==> src/rtl/ctrl_sequencer.sv <==
// Instruction-decode control sequencer: single-cycle decode in IDLE plus
// multi-cycle LDM, CALL, RET/RTI stack sequences and post-return flush bubbles.
module ctrl_sequencer #(
    parameter int OPW       = 5,
    parameter int PC_WORDS  = 2,
    parameter int CNT_W     = 2,
    parameter int RET_FLUSH = 2,
    parameter int RTI_FLUSH = 3
) (
    input  logic             clk_i,
    input  logic             rst_ni,
    input  logic [OPW-1:0]   opcode_i,
    input  logic             nop_in_i,
    input  logic             stall_i,
    output logic [9:0]       ctrl_o,
    output logic [3:0]       alu_op_o,
    output logic             shift_o,
    output logic [1:0]       push_pop_o,
    output logic             imm_phase_o,
    output logic [CNT_W-1:0] word_idx_o,
    output logic             pc_hold_o,
    output logic             busy_o
);

    localparam int CNT_MAX = (1 << CNT_W) - 1;

    if (OPW < 5 || PC_WORDS < 1 || PC_WORDS > 4 || PC_WORDS - 1 > CNT_MAX ||
        RET_FLUSH < 0 || RET_FLUSH > CNT_MAX || RTI_FLUSH < 0 || RTI_FLUSH > CNT_MAX) begin : g_param_err
        $error("ctrl_sequencer: parameter out of legal range");
    end

    localparam logic [OPW-1:0] OP_NOP  = OPW'(0),  OP_NOT  = OPW'(1),  OP_INC  = OPW'(2);
    localparam logic [OPW-1:0] OP_DEC  = OPW'(3),  OP_MOV  = OPW'(4),  OP_ADD  = OPW'(5);
    localparam logic [OPW-1:0] OP_SUB  = OPW'(6),  OP_AND  = OPW'(7),  OP_OR   = OPW'(8);
    localparam logic [OPW-1:0] OP_SHL  = OPW'(9),  OP_SHR  = OPW'(10), OP_PUSH = OPW'(11);
    localparam logic [OPW-1:0] OP_POP  = OPW'(12), OP_LDM  = OPW'(13), OP_LDD  = OPW'(14);
    localparam logic [OPW-1:0] OP_STD  = OPW'(15), OP_JZ   = OPW'(16), OP_JN   = OPW'(17);
    localparam logic [OPW-1:0] OP_JC   = OPW'(18), OP_JMP  = OPW'(19), OP_CALL = OPW'(20);
    localparam logic [OPW-1:0] OP_RET  = OPW'(21), OP_RTI  = OPW'(22), OP_SETC = OPW'(23);
    localparam logic [OPW-1:0] OP_CLRC = OPW'(24), OP_OUT  = OPW'(25), OP_IN   = OPW'(26);
    localparam logic [OPW-1:0] OP_INT  = OPW'(27), OP_RST  = OPW'(28);

    localparam logic [3:0] ALU_NOP = 4'd0,  ALU_NOT = 4'd1,  ALU_INC = 4'd2,  ALU_DEC  = 4'd3;
    localparam logic [3:0] ALU_MOV = 4'd4,  ALU_ADD = 4'd5,  ALU_SUB = 4'd6,  ALU_AND  = 4'd7;
    localparam logic [3:0] ALU_OR  = 4'd8,  ALU_SHL = 4'd9,  ALU_SHR = 4'd10, ALU_LDD  = 4'd11;
    localparam logic [3:0] ALU_STD = 4'd12, ALU_JMP = 4'd13, ALU_SETC = 4'd14;

    // ctrl bit order: {IR,IW,MR,MW,MTR,ALU_src,RW,Branch,SetC,CLRC}
    localparam logic [9:0] ALU_SIGNALS    = 10'b0000001000;
    localparam logic [9:0] BRANCH_SIGNALS = 10'b0000000100;

    localparam logic [CNT_W-1:0] LAST_WORD = CNT_W'(PC_WORDS - 1);
    localparam logic [CNT_W-1:0] RET_FL    = CNT_W'(RET_FLUSH);
    localparam logic [CNT_W-1:0] RTI_FL    = CNT_W'(RTI_FLUSH);

    typedef enum logic [2:0] {S_IDLE, S_LDM2, S_CALL, S_RET, S_RTI, S_FLUSH} state_e;

    state_e           state_q, state_d;
    logic [CNT_W-1:0] wcnt_q, wcnt_d;
    logic [CNT_W-1:0] fcnt_q, fcnt_d;
    logic [CNT_W-1:0] fl_load;

    always_ff @(posedge clk_i or negedge rst_ni) begin
        if (!rst_ni) begin
            state_q <= S_IDLE;
            wcnt_q  <= '0;
            fcnt_q  <= '0;
        end else begin
            state_q <= state_d;
            wcnt_q  <= wcnt_d;
            fcnt_q  <= fcnt_d;
        end
    end

    assign busy_o = (state_q != S_IDLE);

    always_comb begin
        state_d     = state_q;
        wcnt_d      = wcnt_q;
        fcnt_d      = fcnt_q;
        ctrl_o      = '0;
        alu_op_o    = ALU_NOP;
        shift_o     = 1'b0;
        push_pop_o  = 2'b00;
        imm_phase_o = 1'b0;
        word_idx_o  = '0;
        pc_hold_o   = 1'b0;
        fl_load     = (state_q == S_RET) ? RET_FL : RTI_FL;

        if (stall_i) begin
            pc_hold_o = 1'b1;
        end else begin
            case (state_q)
                S_IDLE: begin
                    if (!nop_in_i) begin
                        case (opcode_i)
                            OP_NOT:  begin ctrl_o = ALU_SIGNALS; alu_op_o = ALU_NOT; end
                            OP_INC:  begin ctrl_o = ALU_SIGNALS; alu_op_o = ALU_INC; end
                            OP_DEC:  begin ctrl_o = ALU_SIGNALS; alu_op_o = ALU_DEC; end
                            OP_MOV:  begin ctrl_o = ALU_SIGNALS; alu_op_o = ALU_MOV; end
                            OP_ADD:  begin ctrl_o = ALU_SIGNALS; alu_op_o = ALU_ADD; end
                            OP_SUB:  begin ctrl_o = ALU_SIGNALS; alu_op_o = ALU_SUB; end
                            OP_AND:  begin ctrl_o = ALU_SIGNALS; alu_op_o = ALU_AND; end
                            OP_OR:   begin ctrl_o = ALU_SIGNALS; alu_op_o = ALU_OR;  end
                            OP_SHL:  begin ctrl_o = ALU_SIGNALS; alu_op_o = ALU_SHL; shift_o = 1'b1; end
                            OP_SHR:  begin ctrl_o = ALU_SIGNALS; alu_op_o = ALU_SHR; shift_o = 1'b1; end
                            OP_PUSH: begin ctrl_o = 10'b0001000000; alu_op_o = ALU_MOV; push_pop_o = 2'b01; end
                            OP_POP:  begin ctrl_o = 10'b0010101000; alu_op_o = ALU_MOV; push_pop_o = 2'b11; end
                            OP_LDD:  begin ctrl_o = 10'b0010101000; alu_op_o = ALU_LDD; end
                            OP_STD:  begin ctrl_o = 10'b0001000000; alu_op_o = ALU_STD; end
                            OP_JZ, OP_JN, OP_JC, OP_JMP: begin
                                ctrl_o   = BRANCH_SIGNALS;
                                alu_op_o = ALU_JMP;
                            end
                            OP_OUT:  begin ctrl_o = 10'b0100000000; alu_op_o = ALU_MOV; end
                            OP_IN:   begin ctrl_o = 10'b1000001000; alu_op_o = ALU_MOV; end
                            OP_SETC: begin ctrl_o = 10'b0000000010; alu_op_o = ALU_SETC; end
                            OP_CLRC: ctrl_o = 10'b0000000001;
                            OP_INT:  ctrl_o = 10'b0001000100;
                            OP_LDM:  state_d = S_LDM2;
                            OP_CALL: begin
                                ctrl_o     = 10'b0001000000;
                                alu_op_o   = ALU_JMP;
                                push_pop_o = 2'b01;
                                if (PC_WORDS > 1) begin
                                    state_d = S_CALL;
                                    wcnt_d  = CNT_W'(1);
                                end
                            end
                            OP_RET: begin
                                state_d = S_RET;
                                wcnt_d  = '0;
                            end
                            OP_RTI: begin
                                ctrl_o  = BRANCH_SIGNALS;
                                state_d = S_RTI;
                                wcnt_d  = '0;
                            end
                            default: ;
                        endcase
                    end
                end
                S_LDM2: begin
                    ctrl_o      = 10'b0000011000;
                    alu_op_o    = ALU_MOV;
                    imm_phase_o = 1'b1;
                    state_d     = S_IDLE;
                end
                S_CALL: begin
                    ctrl_o     = 10'b0001000000;
                    push_pop_o = 2'b01;
                    pc_hold_o  = 1'b1;
                    word_idx_o = wcnt_q;
                    if (wcnt_q == LAST_WORD) begin
                        state_d = S_IDLE;
                        wcnt_d  = '0;
                    end else begin
                        wcnt_d = wcnt_q + 1'b1;
                    end
                end
                S_RET, S_RTI: begin
                    ctrl_o     = 10'b0010000000;
                    alu_op_o   = ALU_MOV;
                    push_pop_o = 2'b11;
                    pc_hold_o  = 1'b1;
                    word_idx_o = wcnt_q;
                    if (wcnt_q == LAST_WORD) begin
                        wcnt_d  = '0;
                        fcnt_d  = fl_load;
                        state_d = (fl_load == '0) ? S_IDLE : S_FLUSH;
                    end else begin
                        wcnt_d = wcnt_q + 1'b1;
                    end
                end
                S_FLUSH: begin
                    pc_hold_o = 1'b1;
                    fcnt_d    = fcnt_q - 1'b1;
                    // A zero count can only arise from a corrupted state; leave rather than wrap.
                    if (fcnt_q <= CNT_W'(1)) begin
                        state_d = S_IDLE;
                    end
                end
                default: state_d = S_IDLE;
            endcase
        end
    end

endmodule

==> config.mk <==
export PLATFORM = sky130hd
export DESIGN_NAME = ctrl_sequencer
export DESIGN_NICKNAME = d
export VERILOG_FILES = /design/src/rtl/ctrl_sequencer.sv
export SDC_FILE = /design/constraint.sdc
export NUM_CORES = 1
export LEC_CHECK = 0
export BUFFER_PORTS_ARGS = -buffer_cell sky130_fd_sc_hd__buf_2
export CELL_PAD_IN_SITES_DETAIL_PLACEMENT = 1
export CELL_PAD_IN_SITES_GLOBAL_PLACEMENT = 1
export CORE_ASPECT_RATIO = 0.9
export CORE_MARGIN = 2
export CORE_UTILIZATION = 32
export CTS_CLUSTER_DIAMETER = 30
export DETAILED_ROUTE_END_ITERATION = 6
export HOLD_SLACK_MARGIN = 0.06
export MAX_ROUTING_LAYER = met4
export PLACE_DENSITY = 0.74
export SYNTH_ARGS = -nofsm -noshare
export SYNTH_HDL_FRONTEND = slang
export SYNTH_SLANG_ARGS = --single-unit
==> constraint.sdc <==
create_clock -name clk_i -period 1.7 [get_ports clk_i]
set_input_delay 0.34 -clock clk_i [delete_from_list [all_inputs] [get_ports clk_i]]
set_output_delay 0.34 -clock clk_i [all_outputs]
set_load 0.005 [all_outputs]
==> summary.md <==
| Metric | Value |
|---|---|
| Leakage power | `0.914 nW` |
| Vias per Instance | `6.06` |
| Worst Path Max Fanout | `4` |
| Synth Flop Type | `dfrtp_1` |
| Logic pwr share | `0.810` |
| Initial antenna violation count | `0` |
| Final hold vios | `0` |
| Failing checks | `negative setup slack` |
| TritonCTS Sinks | `7` |
| Synth Warn # | `0` |
| Crit-path cells | `or2_4 > buf_4 > buf_6 > nor2_4 > nand2_4 > a221oi_2 > buf_2` |
| Nets | `238` |
| Buf/Inv on CP | `3` |
| Crit. End Element | `primary output` |
| Crit path kind | `reg -> out` |
| Antenna cell count | `0` |
| Clock Tree Buf Depth | `2` |
| Commonest non-fill, non-tap cell in the layout | `buf_4` |
| CTS Root Cell | `clkbuf_4` |
| Worst Hold Class | `in -> async` |
| Fin crit share | `1.27` |
| PnR worst setup slack | `-0.461 ns` |
| GR Overflow Total | `0` |
| Pre-antenna DRT Iters | `4` |
| Routed len/inst | `24.9 um` |
| Slowest stage cell, crit path | `dfrtp_1` |
| Clock network fraction of design power | `0.079` |
| Share of cells above drive strength 1 | `0.633` |
| Syn Area/Cell | `6.96 um^2` |
| Synth async-reset ratio | `1.00` |
| Fmax | `463 MHz` |
| CP peak stage delay | `0.39 ns` |
| Chip Height | `57.8 um` |
| Die width | `63.8 um` |
| Setup violators final | `27` |
| Family with the most delay on the worst path | `simple AND/OR/NAND/NOR gates` |
| Slew Limit Fails | `0` |
| I/O Buffers | `30` |
| Via count | `1624` |
| Sequential area share after synthesis | `0.170` |
| Cell Int Power | `0.00127 W` |
| Psw | `0.00114 W` |
| Iter 0 DRT Violations | `136` |
| Skew-Pair Late Insertion Delay | `0.29 ns` |
| Clock transition at path regs | `0.08 ns` |
| Cells after synthesis | `148` |
| Worst EP required | `1.36 ns` |
| RSZ-0062 raised after global routing | `yes` |
| Reg2reg setup slack | `-0.25 ns` |
| Status | `finished, violations left` |
| Syn_nets | `159` |
| Routed Antenna Nets | `0` |
| Initial Utilization | `0.336` |
| Post-synth EDFFs | `0` |
| Die area | `3690 um^2` |
| Flops & latches, synth | `7` |
| Final wirelength | `6660 um` |
| First-pass GRT wire length | `9180 um` |
| Max-Cap Viols | `0` |
| Sw frac | `0.472` |
| Total CTS buffers | `3` |
| Synth-to-layout area growth | `94.8%` |
| Register-to-Register Path Depth | `10` |
| Fin crit period | `2.16 ns` |
| Max VDD drop | `758 uV` |
| CTS H-tree depth | `1` |
| Worst slew pin tran | `0.324 ns` |
| WP data arrival | `1.82 ns` |
| Core Rows | `19` |
| FF-to-FF End | `state_q[0]` |
| Worst setup SP type | `flop` |
| Mapped Area | `1030 um^2` |
| Std-Cell Core Area | `3070 um^2` |
| DRC | `0` |
| Worst reg2reg path startpoint | `state_q[1]` |
| Cell count after placement | `243` |
| GRT Util Overall | `0.340` |
| Post-synth cell types | `53` |
| Slew margin rel. | `0.784` |
| Final cell count without fillers | `268` |
| Most frequent cells in the layout | `42 x buf_4, 27 x buf_2, 14 x buf_6` |
| Vias in the first global route | `1672` |
| Final Wtd Congestion | `0.919` |
| Pre-CTS setup slack | `-0.0959 ns` |
| Pwr dens | `1200 nW/um^2` |
| Hold_ws | `0.464 ns` |
| CTS tree | `yes` |
| Largest net degree at the start of global routing | `14` |
| Final Util | `0.654` |
| Ports | `31` |
| Clock Skew | `0.0117 ns` |
| Hpwl dp | `3140 um` |
| Reg power frac | `0.111` |
## cells in the mapped netlist, types with 2 or more instances
library cell	count	share of area
dfrtp_1	7	0.17
nand2_1	14	0.051
a31oi_1	3	0.018
a21oi_1	9	0.044
o21a_1	2	0.015
and3b_1	3	0.026
a211oi_1	2	0.015
clkbuf_1	9	0.033
nor3_1	10	0.049
ha_1	2	0.024
nand2b_1	5	0.030
nor3b_1	2	0.015
inv_1	4	0.015
nor2b_1	4	0.024
buf_2	3	0.015
mux2_2	2	0.022
xnor2_1	2	0.017
nor2_1	12	0.044
o21ai_0	15	0.073
o21bai_1	3	0.022
nand3_1	3	0.015
## metal layers
metal  track usage  up-vias  part of all wire
met5             -        -                 0
met2         0.533      104              0.47
met1         0.429      789              0.40
met4         0.140        0             0.051
li1              -      697                 -
met3        0.0680       34             0.075
## flip-flops by register name, indices dropped and copies added (netlist names)
register / flops
wcnt_q: 2
fcnt_q: 2
state_q: 3
## kinds of logic (layout without fill, tap and decap cells)
group,Yosys count,after routing,share of synthesized area
muxes,4,4,0.0462
buffers and inverters,19,97,0.0826
DFF,7,7,0.170
and+or+nand+nor,68,68,0.378
xor gates and xnor gates,2,2,0.0170
AOI/OAI and AO/OA,46,46,0.282
adders and majority gates,2,2,0.0243
## power by group through the flow
stage / logic (W) / registers (W) / clock network [W]
2_1_floorplan: 0.000593 / 0.000265 / 0
3_3_place_gp: 0.000986 / 0.000263 / 0
3_5_place_dp: 0.00103 / 0.000269 / 0
4_1_cts: 0.00150 / 0.000267 / 0.000169
5_1_grt: 0.00203 / 0.000271 / 0.000198
6_report: 0.00195 / 0.000269 / 0.000189
## final cells by class
| cell class | count | area [um^2] |
|---|---|---|
| fill | 370 | 1060 |
| tap | 42 | 52.6 |
| multi-input combinational | 122 | 1050 |
| timing repair buffer | 87 | 668 |
| inverter | 6 | 30.0 |
| clock buffer | 4 | 26.3 |
| sequential | 7 | 176 |
## worst max path at each step
stage	start	end	depth (start not counted)
after global placement	state_q[2]	ctrl_o[7]	5
after detailed placement	state_q[2]	ctrl_o[7]	5
after CTS	state_q[0]	ctrl_o[8]	5
after global routing	state_q[0]	alu_op_o[3]	7
final	state_q[0]	alu_op_o[3]	7
after floorplan	state_q[0]	ctrl_o[7]	6
## timing repair
item                                    CTS  global route
pin swaps                                17            19
hold buffers                              1             0
setup buffers                            13            12
endpoints found under the hold margin     7             0
endpoints found under the setup margin   24            28
resized for setup                        50            37
## through the flow
stage | power [W] | cell area [um^2] | TNS (ns)
final | 0.00241 | 2010 | -7.37
after global routing | 0.00250 | 2010 | -8.65
after CTS | 0.00193 | 1800 | -3.87
after detailed placement | 0.00130 | 1460 | -0.474
after global placement | 0.00125 | 1460 | -0.0721
after floorplan | 0.000859 | 1060 | -0.0500
No activity file was read; power rests on OpenSTA's default activity.
